`src/rtl/mem_stream_reader_if.sv`:
```
// RAM-port and output-stream signal bundle for mem_stream_reader.
// The o_tlast member exists only when MEM_STREAM_READER_TLAST_EN is defined.
interface mem_stream_reader_if #(
  parameter int DATA_WIDTH = 32,
  parameter int ADDR_WIDTH = 10
);
  logic [3:0]            o_mem_we;
  logic [ADDR_WIDTH-1:0] o_mem_addr;
  logic [DATA_WIDTH-1:0] o_mem_din;
  logic [DATA_WIDTH-1:0] i_mem_dout;
  logic                  o_tvalid;
  logic [DATA_WIDTH-1:0] o_tdata;
  logic                  i_tready;
`ifdef MEM_STREAM_READER_TLAST_EN
  logic                  o_tlast;
`endif

  modport master (
    output o_mem_we, o_mem_addr, o_mem_din, o_tvalid, o_tdata,
`ifdef MEM_STREAM_READER_TLAST_EN
    o_tlast,
`endif
    input  i_mem_dout, i_tready
  );

  modport slave (
    input  o_mem_we, o_mem_addr, o_mem_din, o_tvalid, o_tdata,
`ifdef MEM_STREAM_READER_TLAST_EN
    o_tlast,
`endif
    output i_mem_dout, i_tready
  );
endinterface

```
`src/rtl/mem_stream_reader.sv`:
```
// Streams a contiguous run of RAM words out through a 4-entry credit-managed FIFO.
// Optional last-word marker enabled by defining MEM_STREAM_READER_TLAST_EN.
module mem_stream_reader #(
  parameter int DATA_WIDTH = 32,
  parameter int ADDR_WIDTH = 10
) (
  input  logic                  i_clk,
  input  logic                  i_rstn,
  input  logic                  i_start,
  input  logic [ADDR_WIDTH-1:0] i_base_addr,
  input  logic [ADDR_WIDTH:0]   i_len,
  output logic                  o_busy,
  output logic                  o_done,
  mem_stream_reader_if.master   bus
);

  typedef enum logic [1:0] {IDLE, RUN, DONE} state_t;

  localparam int                  FIFO_DEPTH = 4;
  localparam logic [ADDR_WIDTH:0]   ONE_CNT  = 1;
  localparam logic [ADDR_WIDTH-1:0] ONE_ADDR = 1;

  state_t                r_state;
  logic                  r_busy;
  logic                  r_done;
  logic [ADDR_WIDTH-1:0] r_mem_addr;
  logic [ADDR_WIDTH:0]   r_len;
  logic [ADDR_WIDTH:0]   r_issued_cnt;
  logic [ADDR_WIDTH:0]   r_sent_cnt;
  logic                  r_rd_pending;
  logic [DATA_WIDTH-1:0] r_fifo [FIFO_DEPTH];
  logic [1:0]            r_wr_ptr;
  logic [1:0]            r_rd_ptr;
  logic [2:0]            r_count;
`ifdef MEM_STREAM_READER_TLAST_EN
  logic [FIFO_DEPTH-1:0] r_tag;
`endif

  logic       w_tvalid;
  logic       w_push;
  logic       w_pop;
  logic       w_issue;
  logic [3:0] w_credit;

  // Credit counts words already buffered plus the one still in the RAM pipeline.
  assign w_tvalid = (r_count != 3'd0);
  assign w_pop    = w_tvalid & bus.i_tready;
  assign w_push   = r_rd_pending;
  assign w_credit = {1'b0, r_count} + {3'b000, r_rd_pending};
  assign w_issue  = (r_state == RUN) && (r_issued_cnt < r_len) && (w_credit < 4'd4);

  assign bus.o_mem_we   = 4'b0000;
  assign bus.o_mem_din  = '0;
  assign bus.o_mem_addr = r_mem_addr;
  assign bus.o_tvalid   = w_tvalid;
  assign bus.o_tdata    = r_fifo[r_rd_ptr];
`ifdef MEM_STREAM_READER_TLAST_EN
  assign bus.o_tlast    = w_tvalid & r_tag[r_rd_ptr];
`endif
  assign o_busy = r_busy;
  assign o_done = r_done;

  // NOTE: every register here uses <= so all updates see pre-edge values,
  // which is what makes push, pop and credit checks in one cycle consistent.
  always_ff @(posedge i_clk) begin
    if (!i_rstn) begin
      r_state      <= IDLE;
      r_busy       <= 1'b0;
      r_done       <= 1'b0;
      r_mem_addr   <= '0;
      r_len        <= '0;
      r_issued_cnt <= '0;
      r_sent_cnt   <= '0;
      r_rd_pending <= 1'b0;
      r_wr_ptr     <= '0;
      r_rd_ptr     <= '0;
      r_count      <= '0;
      // NOTE: the FIFO storage is only four words and its head drives o_tdata
      // directly, so it is cleared to give a defined zero output after reset.
      for (int i = 0; i < FIFO_DEPTH; i++) r_fifo[i] <= '0;
`ifdef MEM_STREAM_READER_TLAST_EN
      r_tag        <= '0;
`endif
    end else begin
      r_done       <= 1'b0;
      r_rd_pending <= w_issue;

      if (w_issue) begin
        r_mem_addr   <= r_mem_addr + ONE_ADDR;
        r_issued_cnt <= r_issued_cnt + ONE_CNT;
      end

      if (w_push) begin
        r_fifo[r_wr_ptr] <= bus.i_mem_dout;
`ifdef MEM_STREAM_READER_TLAST_EN
        // The last word's data arrives exactly when every read has been issued.
        r_tag[r_wr_ptr]  <= (r_issued_cnt == r_len);
`endif
        r_wr_ptr <= r_wr_ptr + 2'd1;
      end
      if (w_pop) r_rd_ptr <= r_rd_ptr + 2'd1;

      case ({w_push, w_pop})
        2'b10:   r_count <= r_count + 3'd1;
        2'b01:   r_count <= r_count - 3'd1;
        default: r_count <= r_count;
      endcase

      case (r_state)
        IDLE: begin
          if (i_start) begin
            if (i_len != '0) begin
              r_mem_addr   <= i_base_addr;
              r_len        <= i_len;
              r_issued_cnt <= '0;
              r_sent_cnt   <= '0;
              r_busy       <= 1'b1;
              r_state      <= RUN;
            end else begin
              r_done  <= 1'b1;
              r_state <= DONE;
            end
          end
        end
        RUN: begin
          if (w_pop) begin
            r_sent_cnt <= r_sent_cnt + ONE_CNT;
            if (r_sent_cnt == r_len - ONE_CNT) begin
              r_busy  <= 1'b0;
              r_done  <= 1'b1;
              r_state <= DONE;
            end
          end
        end
        DONE:    r_state <= IDLE;
        default: r_state <= IDLE;
      endcase
    end
  end

endmodule

```
`src/flat_wrapper.sv`:
```
// flat-port wrapper written by rule: the top's interface ports become plain ports
module mem_stream_reader_flat 
#(
  parameter int DATA_WIDTH = 32,
  parameter int ADDR_WIDTH = 10
)
  (i_clk, i_rstn, i_start, i_base_addr, i_len, o_busy, o_done, bus_o_mem_we, bus_o_mem_addr, bus_o_mem_din, bus_o_tvalid, bus_o_tdata, bus_i_mem_dout, bus_i_tready);
  mem_stream_reader_if #(.DATA_WIDTH(DATA_WIDTH), .ADDR_WIDTH(ADDR_WIDTH)) bus_i ();
  input  logic i_clk;
  input  logic i_rstn;
  input  logic i_start;
  input  logic [ADDR_WIDTH-1:0] i_base_addr;
  input  logic [ADDR_WIDTH:0] i_len;
  output logic o_busy;
  output logic o_done;
  output wire logic [$bits(bus_i.o_mem_we)-1:0] bus_o_mem_we;
  output wire logic [$bits(bus_i.o_mem_addr)-1:0] bus_o_mem_addr;
  output wire logic [$bits(bus_i.o_mem_din)-1:0] bus_o_mem_din;
  output wire logic [$bits(bus_i.o_tvalid)-1:0] bus_o_tvalid;
  output wire logic [$bits(bus_i.o_tdata)-1:0] bus_o_tdata;
  input wire logic [$bits(bus_i.i_mem_dout)-1:0] bus_i_mem_dout;
  input wire logic [$bits(bus_i.i_tready)-1:0] bus_i_tready;
  assign bus_o_mem_we = bus_i.o_mem_we;
  assign bus_o_mem_addr = bus_i.o_mem_addr;
  assign bus_o_mem_din = bus_i.o_mem_din;
  assign bus_o_tvalid = bus_i.o_tvalid;
  assign bus_o_tdata = bus_i.o_tdata;
  assign bus_i.i_mem_dout = bus_i_mem_dout;
  assign bus_i.i_tready = bus_i_tready;
  mem_stream_reader #(.DATA_WIDTH(DATA_WIDTH), .ADDR_WIDTH(ADDR_WIDTH)) u_core (.i_clk(i_clk), .i_rstn(i_rstn), .i_start(i_start), .i_base_addr(i_base_addr), .i_len(i_len), .o_busy(o_busy), .o_done(o_done), .bus(bus_i));
endmodule
```
`config.mk`:
```
export PLATFORM = sky130hd
export DESIGN_NAME = mem_stream_reader_flat
export DESIGN_NICKNAME = d
export VERILOG_FILES = /design/src/rtl/mem_stream_reader_if.sv /design/src/rtl/mem_stream_reader.sv /design/src/flat_wrapper.sv
export SDC_FILE = /design/constraint.sdc
export NUM_CORES = 1
export LEC_CHECK = 0
export ABC_AREA = 0
export CAP_MARGIN = 15
export CORE_UTILIZATION = 51
export CTS_CLUSTER_DIAMETER = 80
export DETAILED_ROUTE_END_ITERATION = 7
export GPL_ROUTABILITY_DRIVEN = 0
export PLACE_DENSITY = 0.76
export SYNTH_ARGS = -nofsm -noshare
export SYNTH_HDL_FRONTEND = slang
export SYNTH_SLANG_ARGS = --single-unit
```
`constraint.sdc`:
```
create_clock -name i_clk -period 5.5 [get_ports i_clk]
set_input_delay 0.825 -clock i_clk [delete_from_list [all_inputs] [get_ports i_clk]]
set_output_delay 0.825 -clock i_clk [all_outputs]
set_load 0.02 [all_outputs]
```
==> flow_summary.toml, run 1 <==
[outcome]
outcome = "finished, final reports clean"

[worst_setup_path]
critPathLaunchType = "flip-flop"
r2r_slack_ns = 3.07
cp_max_fo = 22
arrival_ns = 2.80
rr_startpoint = "u_core.r_len[4]"
worst-setup-path-type = "reg2out"
required_ns = 4.68
end_kind = "output pin"

[detailed_routing]
antenna_left = 0
drtIter0Drc = 411
drcViolationCount = 0
routed_wirelength_um = 18100
wl_per_cell_um = 16.5
num_vias = 5839
dr.pass1.iters = 7
vias_per_cell = 5.35

[clock_tree]
cts.clk_slew.worst_paths_ns = 0.07
cts_resized = 0
cts_made_buffers = 17
clk_path_buf_depth = 2
cts_tree = "built"
holdBufCountCts = 0
h-tree-depth = 4
clk_latency_ns = 0.43
cts_setup_buffers = 0
clockRootBuffer = "clkbuf_16"
cts.sinks = 185

[synthesis]
syn-instance-count = 768
synth.area.top_cells = "edfxtp_1 44%, dfxtp_1 13%, mux4_2 8.2%"
synthMostInstantiatedCell = "edfxtp_1"
synth_seq_cells = 185
syn_avg_cell_area_sq_um = 11.4
synthesis.area_sq_um = 8780
synth_top_cell_by_area = "edfxtp_1"
yosysSeqAreaShare_pct = 56.8
synthArstFlopShare_pct = 0
yosysWarnings = 0
synth_commonest_cells = "128 x edfxtp_1, 103 x nor2_1, 69 x nand2_1"
synth_edf_count = 128
yosysTopAreaCellShare_pct = 43.8
synth_flop_cell = "edfxtp_1"
synthDistinctLibCells = 59

[finish]
multi_input_area_sq_um = 3320
seq_area_sq_um = 4990
nFillCells = 1287
antenna_cells = 0
drive_above_1_share_pct = 9.63
layout.nets = 933
syn2layout_area_growth_pct = 19.7
design_area_sq_um = 10500
final_cells = 1092

[pwr]
power.leakage_nw = 3.93
power_per_cell_area_nw_per_um2 = 347
vdd_drop_max_mv = 0.282
power.total_mw = 3.64

[sta]
rsz0062_at_grt = "false"
tightest_slew_ns = 1.16
fin_hold_ws_ns = 0.505
tns_ns = 0
slew_viol_final = 0
min_period_ns = 3.63
hold_viol = 0
timing.fmax_mhz = 276
clock_skew_ns = 0.00748
setup_viol = 0
slew_headroom_pct = 22.7
finalCritPeriodShare_pct = 66.0

[hold_path]
worstHoldPathType = "reg2reg"
min_from = "u_core.bus.o_mem_addr[9]"

[grt]
grt_usage_pct = 21.6
first_global_vias = 5748
grt_max_degree = 33
grt_pass1_wl_um = 29400
antenna_found_initial = 0
grt_overflow_total = 0

[place]
dpl.hpwl_um = 11900
port_buffers = 101
post-place-cells = 1061
place_area_sq_um = 9890

[die]
start_util_pct = 52.6
boundaryPins = 138
die_h_um = 133
dieArea_sq_um = 17700
coreArea_sq_um = 16700
std_cell_rows = 47
die_w_um = 133

[job]
cap_violations = 0
## flip-flops by register name, indices dropped and copies added, names as in the netlist, named ones only
signal                 flops
u_core.r_state             2
u_core.o_done              1
u_core.r_rd_ptr            2
u_core.r_rd_pending        1
u_core.o_busy              1
u_core.r_fifo            128
u_core.r_count             3
u_core.r_wr_ptr            2
u_core.r_issued_cnt       11
u_core.bus.o_mem_addr     10
u_core.r_sent_cnt         11
u_core.r_len              11
## area by class of cell
type / instances / share of cell area (%)
Timing Repair Buffer: 112 / 10.4
Multi-Input combinational cell: 488 / 31.6
Sequential cell: 185 / 47.4
Inverter: 56 / 2.00
Clock inverter: 12 / 1.80
Clock buffer: 19 / 4.12
Tap cell: 220 / 2.62
## critical path, stage by stage (launching register included)
cell             delay, ns
dfxtp_2               0.87
buf_4                 0.39
mux4_2                0.55
clkdlybuf4s50_1       0.55
## final timing paths
path | end | cells after the start
hold reg to reg | u_core.bus.o_mem_addr[9] | 2
hold / removal | u_core.bus.o_mem_addr[9] | 2
setup / recovery | bus_o_tdata[25] | 3
setup reg to reg | u_core.r_issued_cnt[7] | 8
## report_power, final
part	internal, mW	switching [mW]
combinational	0.350	0.353
sequential	1.56	0.0833
clock	0.768	0.528
total	2.68	0.964
## metrics by stage
step,setup WS (ns),utilization [%]
floorplan,2.12,-
global placement,1.69,59.2
detailed placement,1.61,59.2
CTS,1.78,62.9
global route,1.70,62.9
finish,1.87,62.9
## logic make-up after synthesis
family                   synth area share (%)
flip-flops                               56.8
buffers and inverters                    7.27
other                                  0.0427
adder cells (fa/ha/maj)                  2.37
AO/OA/AOI/OAI                            6.40
multiplexers                             8.55
AND/OR/NAND/NOR                          15.6
XOR/XNOR                                 2.99
## metal layers
| layer | routed length (um) | global-route usage [%] |
|---|---|---|
| met2 | 9020 | 36.0 |
| met5 | 0 | 0 |
| met1 | 7830 | 28.4 |
| met3 | 923 | 3.58 |
| met4 | 293 | 8.08 |
## placed cells by master (no fill, tap or decap), types with 4 or more instances in the layout
master,synthesis,routed
o31ai_1,6,6
and3_1,4,4
nor3_1,11,11
edfxtp_1,128,128
clkdlybuf4s50_1,0,101
dfxtp_1,57,56
nand2b_1,5,4
nand2_1,69,69
or3_1,12,12
conb_1,1,36
o2111ai_1,4,4
mux4_2,32,32
ha_1,15,15
or4_1,7,7
nand3_1,12,12
o21ai_0,22,20
clkbuf_16,0,17
nor4_1,6,5
bufinv_16,0,4
buf_4,36,11
a31oi_1,8,8
a21oi_1,24,24
inv_1,55,55
nand4_1,7,7
nor2_1,103,102
xor2_1,14,14
and2_1,35,35
xnor2_1,16,16
o211ai_1,4,4
Power figures use the tool's default switching activity.
==> run 2, diff against run 1 <==
Settings changed: CORE_UTILIZATION 51 to 49, PLACE_DENSITY 0.76 to 0.77.
Clock period 5.5 ns to 3.1 ns, I/O delays scaled along.
==> run 2 against run 1 <==
Count of clock-buffer cells in the layout down 2. Final cell count up 1.3%. Clock power up 67%. Largest power group unchanged.
==> flow_summary.toml, run 2 (same netlist as run 1, synthesis figures left out) <==
[outcome]
outcome = "finished, final reports clean"

[place]
post-place-cells = 1073
dpl.hpwl_um = 12400
port_buffers = 101

[pwr]
vdd_drop_max_mv = 0.422
swShare_pct = 27.3
p_seq_share_pct = 45.1
combPwrFrac_pct = 20.7
p_switching_mw = 1.74
power_per_cell_area_nw_per_um2 = 602
intPower_mw = 4.63
p_clk_share_pct = 34.2
power.leakage_nw = 3.96

[sta]
tightest_slew_ns = 0.927
rsz0062_at_grt = "false"
slew_headroom_pct = 38.0
finalCritPeriodShare_pct = 89.1
tns_ns = 0
setup_viol = 0
timing.fmax_mhz = 362
hold_viol = 0
slew_viol_final = 0
min_period_ns = 2.76
clock_skew_ns = 0.0114

[detailed_routing]
drcViolationCount = 0
vias_per_cell = 5.38
wl_per_cell_um = 16.9
num_vias = 5950
drtIter0Drc = 429
antenna_left = 0
routed_wirelength_um = 18700
dr.pass1.iters = 4

[finish]
final_cells = 1106
layout.nets = 941
nFillCells = 1392
top_register = "u_core.r_fifo"
largest_reg_flops = 128
seq_area_sq_um = 4990
layout_common_cells = "128 x edfxtp_1, 102 x nor2_1, 101 x clkdlybuf4s50_1"
final_core_util_pct = 60.7
layout_commonest_cell = "edfxtp_1"
drive_above_1_share_pct = 10.7
syn2layout_area_growth_pct = 20.5
antenna_cells = 0
multi_input_area_sq_um = 3320

[job]
cap_violations = 0

[grt]
grt_usage_pct = 21.5
grt_pass1_wl_um = 29800
first_global_vias = 5847
grt_overflow_total = 0
antenna_found_initial = 0
grt_max_degree = 33

[worst_setup_path]
cp_max_fo = 9
critical_path.max_stage_delay_ns = 0.56
path_cells = "buf_4, mux4_2, clkdlybuf4s50_1"
critPathLaunchType = "flip-flop"
required_ns = 2.63
worst-setup-path-type = "reg2out"
arrival_ns = 2.30
cp_slowest_cell = "clkdlybuf4s50_1"
r2r_slack_ns = 0.63
end_kind = "output pin"
rr_startpoint = "u_core.r_len[7]"

[clock_tree]
h-tree-depth = 4
clockRootBuffer = "clkbuf_16"
cts_made_buffers = 17
cts_resized = 0
cts_setup_buffers = 0
holdBufCountCts = 0
cts_tree = "built"
clk_path_buf_depth = 2
cts.clk_slew.worst_paths_ns = 0.07
cts.sinks = 185
clk_latency_ns = 0.44

[hold_path]
min_from = "u_core.bus.o_mem_addr[9]"
worstHoldPathType = "reg2reg"

[die]
die_w_um = 136
coreArea_sq_um = 17400
die_h_um = 136
dieArea_sq_um = 18500
boundaryPins = 138
start_util_pct = 50.4
std_cell_rows = 48
[run 2: worst max-delay path, delay by kind of cell (launching register included)]
family	cells	cell delay, ns
buffers and inverters	2	0.81
DFF	1	0.53
muxes	1	0.53
[run 2: per-layer routing]
metal | GRT usage (%) | vias up | share of wire (%) | routed length, um
met5 | 0 | - | 0 | 0
met3 | 4.33 | 22 | 5.7 | 1070
met4 | 6.98 | 0 | 1.5 | 272
met2 | 37.0 | 186 | 51 | 9480
met1 | 26.9 | 2893 | 42 | 7840
li1 | - | 2849 | - | -
[run 2: power groups by stage]
stage	Clock [mW]	Sequential [mW]	Combinational [mW]
finish	2.17	2.87	1.32
global route	2.29	2.89	1.43
CTS	2.20	2.87	1.33
detailed placement	0	2.93	1.33
global placement	0	2.92	1.32
floorplan	0	2.89	0.880
[run 2: worst paths after layout]
check                                           endpoint  cells after the start
worst min-delay path            u_core.bus.o_mem_addr[9]                      2
worst min register to register  u_core.bus.o_mem_addr[9]                      2
worst max-delay path                     bus_o_tdata[20]                      3
worst max register to register  u_core.bus.o_mem_addr[5]                      6
[run 2: metrics by stage]
step	cell area, sq um	worst slack, ns	hold slack (ns)	power, mW
after floorplan	8910	0.477	0.459	3.77
after global placement	9970	0.689	0.485	4.24
after detailed placement	9970	0.658	0.495	4.26
after CTS	10600	0.276	0.504	6.41
after global routing	10600	0.221	0.542	6.60
final	10600	0.336	0.508	6.37
[run 2: final cells by class]
type                    instances  share of cell area (%)
well taps                     225                    2.66
clock inverters                15                    1.56
flip-flops and latches        185                    47.1
multi-input cells             488                    31.4
repair buffers                120                    11.3
inverters                      56                    1.99
clock buffers                  17                    4.02
==> run 3, diff against run 2 <==
--- a/config.mk
+++ b/config.mk
@@ -11,4 +11,4 @@
 export CTS_CLUSTER_DIAMETER = 80
+export CTS_CLUSTER_SIZE = 10
 export DETAILED_ROUTE_END_ITERATION = 7
-export GPL_ROUTABILITY_DRIVEN = 0
 export PLACE_DENSITY = 0.77
==> constraint.sdc (replaced) <==
create_clock -name i_clk -period 3.1 [get_ports i_clk]
set_input_delay 0.31 -clock i_clk [delete_from_list [all_inputs] [get_ports i_clk]]
set_output_delay 0.31 -clock i_clk [all_outputs]
set_load 0.02 [all_outputs]
==> run 3 against run 2 <==
Register-to-register slack gained 0.10 ns. Combinational power is essentially flat. Clock power shrank 3%. Wire length shrank 0.71%. Total power shrank 1.4%. Clock skew shrank 0.0031 ns. Sequential power is essentially flat. Critical path type unchanged. Largest cell class unchanged. Largest power group unchanged. Highest routed layer is now met5.
==> flow_summary.toml, run 3 (same netlist as run 1, synthesis figures left out) <==
[die]
die_h_um = 136
die_w_um = 136
coreArea_sq_um = 17400
start_util_pct = 50.4
std_cell_rows = 48
dieArea_sq_um = 18500
boundaryPins = 138

[worst_setup_path]
r2r_end = "u_core.r_issued_cnt[7]"
rr_startpoint = "u_core.r_len[3]"
end_kind = "output pin"
worst-setup-path-type = "reg2out"
required_ns = 2.79
cp_max_fo = 26
arrival_ns = 2.35
r2r_slack_ns = 0.73
r2r_cells = 8
critPathLaunchType = "flip-flop"

[finish]
drive_above_1_share_pct = 10.4
layout_commonest_cell = "edfxtp_1"
layout_common_cells = "128 x edfxtp_1, 102 x nor2_1, 101 x clkdlybuf4s50_1"
layout.nets = 938
top_register = "u_core.r_fifo"
final_cells = 1103
syn2layout_area_growth_pct = 19.9
nFillCells = 1396
antenna_cells = 0
largest_reg_flops = 128

[grt]
first_global_vias = 5822
antenna_found_initial = 1
grt_pass1_wl_um = 29800
grt_usage_pct = 21.4
grt_max_degree = 33
grt_overflow_total = 0

[clock_tree]
clk_path_buf_depth = 2
cts_setup_buffers = 0
cts_made_buffers = 17
cts.sinks = 185
cts.clk_slew.worst_paths_ns = 0.07
clockRootBuffer = "clkbuf_16"
cts_tree = "built"
cts_resized = 0
h-tree-depth = 4
holdBufCountCts = 0
clk_latency_ns = 0.44

[hold_path]
min_from = "i_len[6]"
whs_path_depth = 3
holdPathEnd = "u_core.r_len[6]"
worstHoldPathType = "in2reg"

[sta]
tns_ns = 0
timing.fmax_mhz = 376
slew_viol_final = 0
tightest_slew_ns = 0.597
hold_viol = 0
clock_skew_ns = 0.00822
setup_viol = 0
rsz0062_at_grt = "false"
finalCritPeriodShare_pct = 85.9
slew_headroom_pct = 60.1
min_period_ns = 2.66

[pwr]
power.leakage_nw = 3.94
p_switching_mw = 1.74
p_clk_share_pct = 33.4
p_seq_share_pct = 45.7
intPower_mw = 4.53
combPwrFrac_pct = 20.9
swShare_pct = 27.7
vdd_drop_max_mv = 0.388
power_per_cell_area_nw_per_um2 = 596

[place]
post-place-cells = 1070
gp_congestion = 0.901
port_buffers = 101
dpl.hpwl_um = 12500

[detailed_routing]
wl_per_cell_um = 16.8
vias_per_cell = 5.35
num_vias = 5904
drtIter0Drc = 403
routed_wirelength_um = 18500
drcViolationCount = 0
antenna_left = 0
dr.pass1.iters = 5

[outcome]
outcome = "finished, final reports clean"

[job]
cap_violations = 0
==> run 3: changes by cell type in the layout (fill, tap and decap cells not counted), sizes merged <==
| cell | previous run | this run |
|---|---|---|
| clkinv | 7 | 6 |
| bufinv | 2 | 1 |
| buf | 19 | 16 |
| inv | 60 | 62 |
==> run 3: power groups by stage <==
stage / Clock [mW] / Combinational, mW / Sequential (mW)
finish: 2.10 / 1.31 / 2.87
global route: 2.22 / 1.42 / 2.88
CTS: 2.12 / 1.33 / 2.87
detailed placement: 0 / 1.33 / 2.92
global placement: 0 / 1.31 / 2.91
floorplan: 0 / 0.880 / 2.89
==> run 3: worst max-delay path: stages (launching register included) <==
cell and delay (ns):
dfxtp_2 0.49, buf_12 0.28, mux4_2 0.57, clkdlybuf4s50_1 0.56
==> run 3: layout make-up <==
type / instances / area (sq um) / share of cell area (%)
sequential: 185 / 4990 / 47.3
inverter: 56 / 210 / 2.00
multi-input combinational: 488 / 3320 / 31.5
tap: 225 / 282 / 2.67
clock buffer: 17 / 425 / 4.04
clock inverter: 15 / 140 / 1.33
timing repair buffer: 117 / 1170 / 11.1
==> run 3: layer usage <==
| metal | GRT usage (%) | vias to the layer above | routed length [um] | part of all wire [%] |
|---|---|---|---|---|
| met5 | 0 | - | 13 | 0.070 |
| met4 | 8.15 | 2 | 299 | 1.6 |
| met3 | 4.18 | 27 | 892 | 4.8 |
| met2 | 37.2 | 154 | 9450 | 51 |
| met1 | 26.2 | 2884 | 7870 | 42 |
| li1 | - | 2837 | - | - |
==> run 3: stage by stage <==
| step | setup slack (ns) | utilization, % | total power [mW] | area (sq um) | hold WS, ns |
|---|---|---|---|---|---|
| after global placement | 0.828 | 57.1 | 4.22 | 9950 | 0.490 |
| after detailed placement | 0.760 | 57.1 | 4.25 | 9950 | 0.494 |
| after global routing | 0.329 | 60.5 | 6.53 | 10500 | 0.472 |
| final | 0.438 | 60.5 | 6.28 | 10500 | 0.452 |
| after CTS | 0.390 | 60.4 | 6.32 | 10500 | 0.435 |
| after floorplan | 0.590 | - | 3.77 | 8910 | 0.446 |
==> run 3: worst max path at each step <==
stage,from,end
6_report,flip-flop,bus_o_tdata[8]
4_1_cts,flip-flop,bus_o_tdata[8]
2_1_floorplan,u_core.r_wr_ptr[0],u_core.r_fifo[2][0]
5_1_grt,flip-flop,bus_o_tdata[2]
3_3_place_gp,u_core.r_len[3],u_core.bus.o_mem_addr[5]
3_5_place_dp,u_core.r_len[3],u_core.bus.o_mem_addr[8]
